### src/rtl/lfsr_pkg.sv
// Shared LFSR types, default maximal tap masks and the Fibonacci step function.
package lfsr_pkg;

   typedef enum logic {
      IDLE = 1'b0,
      RUN  = 1'b1
   } fsm_t;

   // Tap masks: bit i set feeds state[i] into the XOR (polynomial minus its leading term).
   localparam logic [7:0]  TAPS_W8  = 8'h1D;         // x^8+x^4+x^3+x^2+1
   localparam logic [15:0] TAPS_W16 = 16'h6801;      // x^16+x^14+x^13+x^11+1
   localparam logic [31:0] TAPS_W32 = 32'h0040_0007; // x^32+x^22+x^2+x+1

   // Shift right by one; parity of the tapped bits enters at bit width-1.
   function automatic logic [31:0] lfsr_next(input logic [31:0] state,
                                             input logic [31:0] taps,
                                             input int          width);
      logic [31:0] fb_vec;
      fb_vec = {31'b0, ^(state & taps)};
      return (state >> 1) | (fb_vec << (width - 1));
   endfunction

endpackage

### src/rtl/lfsr_step.sv
// Purely combinational Fibonacci LFSR next-state for any width up to 32.
module lfsr_step
   import lfsr_pkg::*;
#(
   parameter int WIDTH = 8
) (
   input  logic [WIDTH-1:0] state,
   input  logic [WIDTH-1:0] taps,
   output logic [WIDTH-1:0] next
);

   always_comb begin
      next = WIDTH'(lfsr_next(32'(state), 32'(taps), WIDTH));
   end

endmodule

### src/rtl/lfsr_stream.sv
// LFSR pseudo-random source with valid/ready output, seed load, lock-up recovery
// and full-period wrap pulse. Define LFSR_CHECK_EN to add the sticky period_err output.
module lfsr_stream
   import lfsr_pkg::*;
#(
   parameter int               WIDTH = 8,
   parameter logic [WIDTH-1:0] TAPS  = 8'h1D,
   parameter logic [WIDTH-1:0] SEED  = 8'h01
) (
   input  logic             clk,
   input  logic             rst,
   input  logic             en,
   input  logic             load,
   input  logic [WIDTH-1:0] seed,
   input  logic             out_ready,
   output logic             out_valid,
   output logic [WIDTH-1:0] out,
   output logic             wrap,
   output logic             lockup
`ifdef LFSR_CHECK_EN
   ,
   output logic             period_err
`endif
);

   // Counter value at which the next accepted handshake closes a 2^WIDTH-1 period.
   localparam logic [WIDTH-1:0] WRAP_AT = {{(WIDTH-1){1'b1}}, 1'b0};

   fsm_t             fsm_q, fsm_d;
   logic [WIDTH-1:0] state_q, state_d;
   logic [WIDTH-1:0] cnt_q, cnt_d;
   logic             wrap_q, wrap_d;
   logic             lockup_q, lockup_d;
   logic [WIDTH-1:0] step_val;
   logic             handshake;
`ifdef LFSR_CHECK_EN
   logic [WIDTH-1:0] start_q, start_d;
   logic             err_q, err_d;
`endif

   lfsr_step #(
      .WIDTH (WIDTH)
   ) u_step (
      .state (state_q),
      .taps  (TAPS),
      .next  (step_val)
   );

   assign out_valid = (fsm_q == RUN);
   assign out       = state_q;
   assign wrap      = wrap_q;
   assign lockup    = lockup_q;
   assign handshake = out_valid && out_ready;
`ifdef LFSR_CHECK_EN
   assign period_err = err_q;
`endif

   always_comb begin
      fsm_d    = fsm_q;
      state_d  = state_q;
      cnt_d    = cnt_q;
      wrap_d   = 1'b0;
      lockup_d = 1'b0;
`ifdef LFSR_CHECK_EN
      start_d  = start_q;
      err_d    = err_q;
`endif

      case (fsm_q)
         IDLE:    if (en && !load) fsm_d = RUN;
         RUN:     if (!en) fsm_d = IDLE;
         default: fsm_d = IDLE;
      endcase

      if (load) begin
         fsm_d = IDLE;
         cnt_d = '0;
         if (seed == '0) begin
            state_d  = SEED;
            lockup_d = 1'b1;
         end else begin
            state_d = seed;
         end
`ifdef LFSR_CHECK_EN
         start_d = state_d;
         err_d   = 1'b0;
`endif
      end else if (state_q == '0) begin
         // All-zero is a fixed point of the step; only corruption or bad taps get here.
         state_d  = SEED;
         lockup_d = 1'b1;
      end else if (handshake) begin
         state_d = step_val;
         if (cnt_q == WRAP_AT) begin
            cnt_d  = '0;
            wrap_d = 1'b1;
`ifdef LFSR_CHECK_EN
            if (step_val != start_q) err_d = 1'b1;
`endif
         end else begin
            cnt_d = cnt_q + WIDTH'(1);
         end
      end
   end

   always_ff @(posedge clk) begin
      if (rst) begin
         fsm_q    <= IDLE;
         state_q  <= SEED;
         cnt_q    <= '0;
         wrap_q   <= 1'b0;
         lockup_q <= 1'b0;
`ifdef LFSR_CHECK_EN
         start_q  <= SEED;
         err_q    <= 1'b0;
`endif
      end else begin
         fsm_q    <= fsm_d;
         state_q  <= state_d;
         cnt_q    <= cnt_d;
         wrap_q   <= wrap_d;
         lockup_q <= lockup_d;
`ifdef LFSR_CHECK_EN
         start_q  <= start_d;
         err_q    <= err_d;
`endif
      end
   end

endmodule

### config.mk
export PLATFORM = sky130hd
export DESIGN_NAME = lfsr_stream
export DESIGN_NICKNAME = d
export VERILOG_FILES = /design/src/rtl/lfsr_pkg.sv /design/src/rtl/lfsr_step.sv /design/src/rtl/lfsr_stream.sv
export SDC_FILE = /design/constraint.sdc
export NUM_CORES = 1
export LEC_CHECK = 0
export CAP_MARGIN = 30
export CELL_PAD_IN_SITES_DETAIL_PLACEMENT = 2
export CELL_PAD_IN_SITES_GLOBAL_PLACEMENT = 2
export CORE_ASPECT_RATIO = 0.75
export CORE_MARGIN = 10
export CORE_UTILIZATION = 28
export DETAILED_ROUTE_END_ITERATION = 10
export GPL_ROUTABILITY_DRIVEN = 0
export PLACE_DENSITY_LB_ADDON = 0.1
export REMOVE_ABC_BUFFERS = 1
export SYNTH_ARGS = -nofsm -noshare
export SYNTH_HDL_FRONTEND = slang
export SYNTH_SLANG_ARGS = --single-unit
export TNS_END_PERCENT = 1
### constraint.sdc
create_clock -name clk -period 2.1 [get_ports clk]
set_input_delay 0.315 -clock clk [delete_from_list [all_inputs] [get_ports clk]]
set_output_delay 0.315 -clock clk [all_outputs]
set_load 0.01 [all_outputs]
== Word level (Yosys, flattened, before mapping) ==
Index checks and enable logic that the tools add are counted.
Storage, ports and cells
  bits in registers: 19
  latch bits: 0
  bits in writable memories: 0
  memory bits (read-only): 0
  memories kept: 0
Cells by class
  add/sub/neg operators: 1
  multipliers: 0
  div/mod/pow operators: 0
  magnitude comparators: 0
  equal/unequal tests: 1
  shift operators: 0
  mux-type cells: 12
  bitwise operators: 4
  reductions and logical operators: 10
Operators by type and width (count)
  8-bit 2-to-1 mux: 5
  32-bit XOR reduction: 1
  8-bit zero test: 2
  8-bit by 1-bit adder with 8-bit output (second input constant): 1
  8-bit equality test (second input constant): 1
  7-bit by 8-bit bitwise OR with 8-bit output: 1
  1-bit 2-to-1 mux: 6
  4-bit OR reduction: 1
  1-bit inverter: 3
  3-bit nonzero test: 1
  1-bit logical AND: 2
  1-bit one-hot mux with 2 select lines: 1
  2-bit AND reduction: 1
  2-bit OR reduction: 1
  1-bit zero test: 1

== Logic depth before layout (Yosys ltp) ==
Gate-level depths: netlist (run 1).
  word-level depth: 5
  depth in mapped cells: 7

== By module ==
A second synthesis (run 1) with hierarchy kept.
Unflattened totals
  cell total of the unflattened synthesis: 129
  area, all modules: 1086.0 um^2
Modules (own cells, without submodules)
  lfsr_stream: times used 1, cells each 107, area each 942.2 um^2
  lfsr_step: times used 1, cells each 22, area each 143.9 um^2

== Least setup slack after synthesis (run 1) ==
No wires, ideal clock.
  kind: reg2reg
  start: reg state_q[2] (netlist: out[2])
  end: reg cnt_q[6]
  setup time: 0.066 ns
  arrival time: 1.631 ns
  path slack: 0.402 ns
  cell stages (with the launch flop): 7
  buffers on the path: 0
  clock period less this slack: 1.698 ns
  cells stage by stage: dfxtp_1 -> inv_1 -> ha_1 -> nor4b_4 -> a21o_4 -> or4_4 -> a21oi_2
Between the ends
  cells in the longest elaborated chain, start to end: 3
Ends and longest elaborated chain
  start: declaration: line lfsr_stream.sv:30  | logic [WIDTH-1:0] state_q, state_d;
  start signal: assignment: line lfsr_stream.sv:119  | state_q <= state_d;
  8-bit zero test: line lfsr_stream.sv:88  | end else if (state_q == '0) begin
  1-bit inverter (no line)
  2-bit AND reduction (no line)
  end signal: assignment: line lfsr_stream.sv:120  | cnt_q <= cnt_d;
  end: declaration: line lfsr_stream.sv:31  | logic [WIDTH-1:0] cnt_q, cnt_d;
No other way between the ends.
A chain may end at the register's enable or synchronous reset.

== Worst setup path after layout (run 1) ==
  start: reg state_q[2] (netlist: out[2])
  end: reg state_q[0] (netlist: out[0])
Between the ends
  cells in the longest elaborated chain, start to end: 3
  elaborated cells on any way between the ends: 4
Ends and longest elaborated chain
  8-bit zero test *: line lfsr_stream.sv:88
  8-bit 2-to-1 mux: line lfsr_stream.sv:88
  8-bit 2-to-1 mux: line lfsr_stream.sv:75  | if (load) begin
Every way passes the cells marked *; elsewhere a longest branch is shown, timed or not.

==> impl_metrics.toml, run 1 <==
[timing]
finalCritPeriodShare = 0.8529
tightestPinTransition_ps = 580.6
timing.final.hold_violations = 0
tns_ps = 0
setup_viol = 0
finalMaxSlewViolations = 0
relSlewSlack = 0.6030
fin_crit_ps = 1791
layout_setup_ws_ps = 309.0
fin_worst_skew_ps = 2.227
fmax_mhz = 558.4
rsz0062_at_grt = "false"

[synth]
synth-simple-area-share = 0.2219
ys.flop_type = "dfxtp_1"
synthTopCellsByCount = "19 x dfxtp_1, 13 x nor2_1"
synth_top_family_by_area = "simple AND/OR/NAND/NOR gates"
ys_ff_latch = 19
yosysMostFrequentCell = "dfxtp_1"
synthTopCellsByArea = "dfxtp_1 39%, mux2i_1 7.1%, xnor2_1 6.3%, a211oi_1 5.4%, nor2_1 5.0%"
synth-adder-area-share = 0.03827
synth_xor_area_frac = 0.06250
synth_top_area_cell = "dfxtp_1"
synth-compound-area-share = 0.1837
ys_warn_count = 0
async_flop_share = 0
yosysTopAreaCellShare = 0.3878
synth-edff-count = 0
netlist_instances = 106
muxShareOfSynthArea = 0.07143
synth_area_um2 = 980.9
synth.yosys.seq_area_share = 0.3878
synthDistinctLibCells = 33
avgSynthCellArea_um2 = 9.254

[clock_tree]
clk_path_buf_depth = 2
cts_sinks = 19
cts_resized = 0
cts_buffers = 3
worstSkewPairLatency_ps = 260
hold_buffers = 0
clk_pin_slew_ps = 70
cts_tree = "done"
cts_setup_buffers = 0
ctsHtreeMaxLevel = 1
cts-root-buf = "clkbuf_8"

[placed_design]
dp_cells = 170
port_buffers = 23
dp_hpwl_um = 2425
dpl_cell_area_um2 = 1276
dp_slack_ps = 154.3

[setup_path]
r2r_slack_ps = 310
end_kind = "flip-flop"
crit-reg2reg-capture = "out[0]"
max_stage_delay_ps = 400
crit_type = "reg2reg"
critPathTopFamily = "compound AO/OA/AOI/OAI gates"
r2r_start = "out[2]"
worstSetupStartpointType = "flip-flop"
reg2reg_depth = 6
cp_slowest_cell = "dfxtp_1"
crit_buf_inv = 1
cp_data_arrival_time_ps = 1940
cp.required_ps = 2250
crit_path_max_fanout = 8
crit_chain = "inv_1 -> ha_1 -> nor4b_4 -> and2_1 -> a311o_1 -> a221o_1"

[cells_and_area]
finish.utilization = 0.3964
multi_input_area_um2 = 566.8
drive_gt1_frac = 0.1119
area.growth.synth_to_final_pct = 34.69
fillers = 383
postLayoutCellArea_um2 = 1321
regArea_um2 = 380.4
diodes = 0
fin_cells = 174
nets = 151

[floorplan]
die_x_um = 88.35
rows = 18
ios = 24
die_y_um = 71.26
initial_utilization = 0.2943
dieArea_um2 = 6295
design.core.area_um2 = 3333

[global_route]
grt_max_degree = 12
grt_overflow = 0
grt_usage = 0.1002
antenna_found_initial = 0
grt_pass1_vias = 966
grt_first_pass_wirelength_um = 5016

[drt]
drt-initial-drc-count = 74
drt-total-wl_um = 2984
ant_nets = 0
vias = 881
via_per_inst = 5.063
route.detailed.wl_per_inst_um = 17.15
drc = 0
first_pass_iters = 4

[hold_path]
min_to = "cnt_q[4]"
hp-class = "reg2reg"
worstHoldStart = "cnt_q[4]"
whs_path_depth = 2

[outcome]
outcome = "finished clean"

[run]
cap_violations = 0

[power]
vdd_ir_drop_max_v = 0.0003429
cellPowerDensity_nw_per_um2 = 610.7
leakagePower_nw = 0.4712
## worst max path at each step
stage / from / end / slack, ps / cells past startpoint
finish: out[2] / out[0] / 310 / 6
global route: out[2] / cnt_q[7] / 200 / 6
CTS: out[2] / out[0] / 310 / 6
detailed placement: out_ready / cnt_q[7] / 150 / 5
global placement: out_ready / cnt_q[6] / 210 / 5
floorplan: out[2] / cnt_q[6] / 400 / 6
## metal layers
metal  GRT usage  vias to the layer above  share of wire
met5           0                        -              0
met4     0.01610                        0         0.0040
met3     0.04068                        2          0.060
met2      0.1388                       18           0.40
met1      0.1425                      417           0.53
li1            -                      444              -
## layout make-up
class,instances,share of cell area
Inverter,5,0.01420
Sequential cell,19,0.2879
Timing Repair Buffer,27,0.1970
Multi-Input combinational cell,79,0.4290
Clock buffer,4,0.03409
Tap cell,40,0.03788
## worst min-delay path, cell delays in order, from the launching register on
cell,delay (ps)
dfxtp_1,330
o21ai_0,80
a21oi_1,60
## per-stage QoR
step                      total power, mW  hold slack (ps)
after floorplan                    0.4694            384.1
after global placement             0.5516            495.4
after detailed placement           0.5543            503.3
after CTS                          0.8223            514.8
after global routing               0.8576            539.1
final                              0.8068            517.8
## cells in the final DEF (no fill, tap or decap), types with 3 or more instances in the layout
master / synthesis / routed
nand3_1: 3 / 3
clkdlybuf4s50_1: 0 / 23
nand2_1: 5 / 5
ha_1: 3 / 3
clkbuf_8: 0 / 3
inv_1: 5 / 5
nor2_1: 13 / 13
a211oi_1: 7 / 7
dfxtp_1: 19 / 19
a21oi_1: 7 / 7
mux2i_1: 7 / 7
buf_4: 1 / 4
xnor2_1: 7 / 7
or3_1: 5 / 5
## where the power goes
part	internal, mW	total (mW)	leakage [nW]	switching [mW]
combinational	0.0822	0.151	0.293	0.0691
clock	0.135	0.262	0.0228	0.127
sequential	0.374	0.393	0.155	0.0197
## cell families after synthesis
group,after synthesis
flip-flops,19
AND/OR/NAND/NOR,38
AO/OA/AOI/OAI,24
XOR/XNOR,7
multiplexers,7
buffers and inverters,8
adder cells (fa/ha/maj),3
## sequential cells by signal (all words and copies together) (netlist names)
name / flops
out_valid: 1
cnt_q: 8
wrap: 1
lockup: 1
out: 8
Note: power is estimated with default switching activity, not from simulation.
==> run 2, diff against run 1 <==
Settings changed: CORE_UTILIZATION 28 to 36, DONT_BUFFER_PORTS set to 1.
==> impl_metrics.toml, run 2 (synthesis gave the netlist of run 1 again) <==
[power]
seqPwrFrac = 0.592
p_clk_frac = 0.292
cell_internal_pwr_uw = 486.7
vdd_ir_drop_max_v = 0.0002833
leakagePower_nw = 0.3582
p_sw_frac = 0.2833
power.switching_uw = 192.4
combPwrFrac = 0.116
cellPowerDensity_nw_per_um2 = 654.7

[timing]
relSlewSlack = 0.5984
rsz0062_at_grt = "false"
timing.final.hold_violations = 0
fin_crit_ps = 1819
tightestPinTransition_ps = 587.2
tns_ps = 0
finalCritPeriodShare = 0.8661
setup_viol = 0
fmax_mhz = 549.8
fin_worst_skew_ps = 3.902
finalMaxSlewViolations = 0

[floorplan]
rows = 16
die_x_um = 80.28
dieArea_um2 = 5234
initial_utilization = 0.3769
ios = 24
design.core.area_um2 = 2603
die_y_um = 65.21

[cells_and_area]
final_common_cell = "dfxtp_1"
postLayoutCellArea_um2 = 1037
regArea_um2 = 380.4
drive_gt1_frac = 0.1028
fillers = 310
area.growth.synth_to_final_pct = 5.739
diodes = 0
multi_input_area_um2 = 566.8
nets = 124
final_cell_mix = "19 x dfxtp_1, 13 x nor2_1"

[setup_path]
cp_data_arrival_time_ps = 2030
reg2reg_depth = 6
cp.required_ps = 2310
worstSetupStartpointType = "flip-flop"
r2r_slack_ps = 280
crit_path_max_fanout = 8
end_kind = "flip-flop"
r2r_start = "out[2]"
crit-reg2reg-capture = "out[0]"
crit_type = "reg2reg"

[hold_path]
min_to = "out[1]"
whs_path_depth = 1
worstHoldStart = "rst"
hp-class = "in2reg"

[clock_tree]
clk_path_buf_depth = 2
cts_resized = 0
clk_pin_slew_ps = 120
ctsHtreeMaxLevel = 1
cts_setup_buffers = 0
worstSkewPairLatency_ps = 310
hold_buffers = 0
cts-root-buf = "clkbuf_4"
cts_tree = "done"
cts_sinks = 19
cts_buffers = 3

[drt]
ant_nets = 0
vias = 803
via_per_inst = 5.615
first_pass_iters = 4
drt-initial-drc-count = 29
drt-total-wl_um = 2669
drc = 0
route.detailed.wl_per_inst_um = 18.66

[run]
cap_violations = 0

[placed_design]
dpl_cell_area_um2 = 1011
port_buffers = 0
dp_hpwl_um = 2112

[global_route]
antenna_found_initial = 0
grt_first_pass_wirelength_um = 4395
grt_overflow = 0
grt_max_degree = 16
grt_usage = 0.1058
grt_pass1_vias = 827

[outcome]
outcome = "finished clean"
-- run 2: area by class of cell --
type | instances | area share
multi-input cells | 79 | 0.5464
flip-flops and latches | 19 | 0.3667
well taps | 36 | 0.04343
clock buffers | 4 | 0.02533
inverters | 5 | 0.01809
-- run 2: how the worst max path moves through the flow --
stage	startpoint	end	slack, ps	cells past startpoint
after floorplan	out[2]	cnt_q[6]	400	6
after global placement	out[2]	out[0]	310	6
after detailed placement	out[2]	out[0]	280	6
after CTS	out[2]	out[0]	270	6
after global routing	out[3]	out[0]	170	6
final	out[2]	out[0]	280	6
-- run 2: metrics by stage --
stage / util / cells / power (mW) / hold slack, ps / worst slack, ps
6_report: 0.3986 / 143 / 0.6791 / 60.82 / 281.1
5_1_grt: 0.3986 / 143 / 0.7104 / 37.46 / 174.8
3_5_place_dp: 0.3885 / 139 / 0.4896 / 391.1 / 280.1
3_3_place_gp: 0.3885 / 139 / 0.4866 / 389.6 / 310.6
4_1_cts: 0.3986 / 143 / 0.6871 / 53.21 / 272.1
2_1_floorplan: - / 103 / 0.4694 / 384.1 / 402.4
-- run 2: critical path, stage by stage (launching register included) --
cell	delay, ps
dfxtp_1	440
inv_1	70
ha_1	190
nor4b_4	160
and2_1	230
a311o_1	330
a221o_1	310
-- run 2: power groups by stage --
| stage | clock [mW] | combinational (mW) | sequential, mW |
|---|---|---|---|
| after floorplan | 0 | 0.0658 | 0.404 |
| after global placement | 0 | 0.0760 | 0.411 |
| final | 0.199 | 0.0787 | 0.402 |
| after CTS | 0.205 | 0.0793 | 0.403 |
| after global routing | 0.218 | 0.0871 | 0.405 |
| after detailed placement | 0 | 0.0783 | 0.411 |
-- run 2: metal layers --
metal / GRT usage / wire [µm]
met5: 0 / 0
met4: 0.01974 / 19
met3: 0.04348 / 198
met2: 0.1550 / 1123
met1: 0.1419 / 1328
==> run 3, diff against run 2 <==
Settings changed: CORE_MARGIN 10 to unset, SKIP_CTS_REPAIR_TIMING set to 1.
==> impl_metrics.toml, run 3 (synthesis gave the netlist of run 1 again) <==
[power]
p_clk_frac = 0.282
p_sw_frac = 0.2775
leakagePower_nw = 0.3582
power.switching_uw = 187.1
seqPwrFrac = 0.598
combPwrFrac = 0.120
vdd_ir_drop_max_v = 0.0003464
cell_internal_pwr_uw = 487.0
cellPowerDensity_nw_per_um2 = 651.4

[cells_and_area]
diodes = 0
postLayoutCellArea_um2 = 1035
fin_cells = 141
nets = 124
drive_gt1_frac = 0.1028
final_cell_mix = "19 x dfxtp_1, 13 x nor2_1"
area.growth.synth_to_final_pct = 5.484
finish.utilization = 0.4241
final_common_cell = "dfxtp_1"

[timing]
tns_ps = 0
rsz0062_at_grt = "false"
tightestPinTransition_ps = 623.0
timing.final.hold_violations = 0
relSlewSlack = 0.5739
fin_worst_skew_ps = 9.882
fmax_mhz = 525.4
fin_crit_ps = 1903
finalMaxSlewViolations = 0
finalCritPeriodShare = 0.9063
layout_setup_ws_ps = 196.8
setup_viol = 0

[setup_path]
cp_data_arrival_time_ps = 2100
crit_type = "reg2reg"
cp.required_ps = 2300
end_kind = "flip-flop"
worstSetupStartpointType = "flip-flop"
crit_path_max_fanout = 8

[drt]
vias = 819
drt-total-wl_um = 2754
drt-initial-drc-count = 22
via_per_inst = 5.809
ant_nets = 0
drc = 0
route.detailed.wl_per_inst_um = 19.53
first_pass_iters = 4

[floorplan]
die_x_um = 62.28
ios = 24
initial_utilization = 0.4021
design.core.area_um2 = 2440
die_y_um = 47.21
rows = 15
dieArea_um2 = 2940

[clock_tree]
ctsHtreeMaxLevel = 1
worstSkewPairLatency_ps = 300
clk_path_buf_depth = 2
cts_buffers = 3
cts-root-buf = "clkbuf_4"
cts_tree = "done"
cts_sinks = 19
clk_pin_slew_ps = 110

[global_route]
grt_usage = 0.2067
grt_first_pass_wirelength_um = 4381
grt_overflow = 0
grt_pass1_vias = 871
grt_max_degree = 16
antenna_found_initial = 0

[placed_design]
dp_slack_ps = 208.6
port_buffers = 0
dp_cells = 137
dp_hpwl_um = 2092
dpl_cell_area_um2 = 1008

[outcome]
outcome = "finished clean"

[hold_path]
hp-class = "in2reg"

[run]
cap_violations = 0
run 3: cell counts in the layout (fill, tap and decap cells not counted):
Identical to the previous run, type by type.
run 3: layer usage:
layer / GRT usage / vias up / part of all wire
li1: - / 389 / -
met1: 0.2500 / 403 / 0.47
met2: 0.3714 / 25 / 0.46
met3: 0.06311 / 2 / 0.063
met4: 0.05581 / 0 / 0.0054
met5: 0 / - / 0
run 3: path summary, 6_finish.rpt:
kind	endpoint	cells past startpoint	startpoint	slack [ps]
worst min register to register	cnt_q[6]	2	cnt_q[6]	540
worst max register to register	out[0]	6	out[2]	200
worst max-delay path	out[0]	6	out[2]	200
worst min-delay path	out[1]	1	rst	60
run 3: layout make-up:
type / count / area, µm²
multi-input cells: 79 / 566.8
clock buffers: 4 / 26.28
inverters: 5 / 18.77
fillers: 288 / 1405
flip-flops and latches: 19 / 380.4
well taps: 34 / 42.54
run 3: power groups by stage:
stage / Combinational [mW] / Sequential, mW / Clock, mW
floorplan: 0.0658 / 0.404 / 0
global placement: 0.0771 / 0.409 / 0
detailed placement: 0.0807 / 0.411 / 0
CTS: 0.0812 / 0.403 / 0.198
global route: 0.0898 / 0.405 / 0.208
finish: 0.0810 / 0.403 / 0.190
run 3: critical path, cell delays in order, from the launching register on:
cell and delay (ps):
dfxtp_1 450, inv_1 70, ha_1 210, nor4b_4 170, and2_1 220, a311o_1 340, a221o_1 330
run 3: stage by stage:
step,power (mW),hold slack (ps)
final,0.6740,64.63
after global routing,0.7032,47.40
after CTS,0.6816,55.68
after detailed placement,0.4917,391.2
after global placement,0.4861,387.6
after floorplan,0.4694,384.1
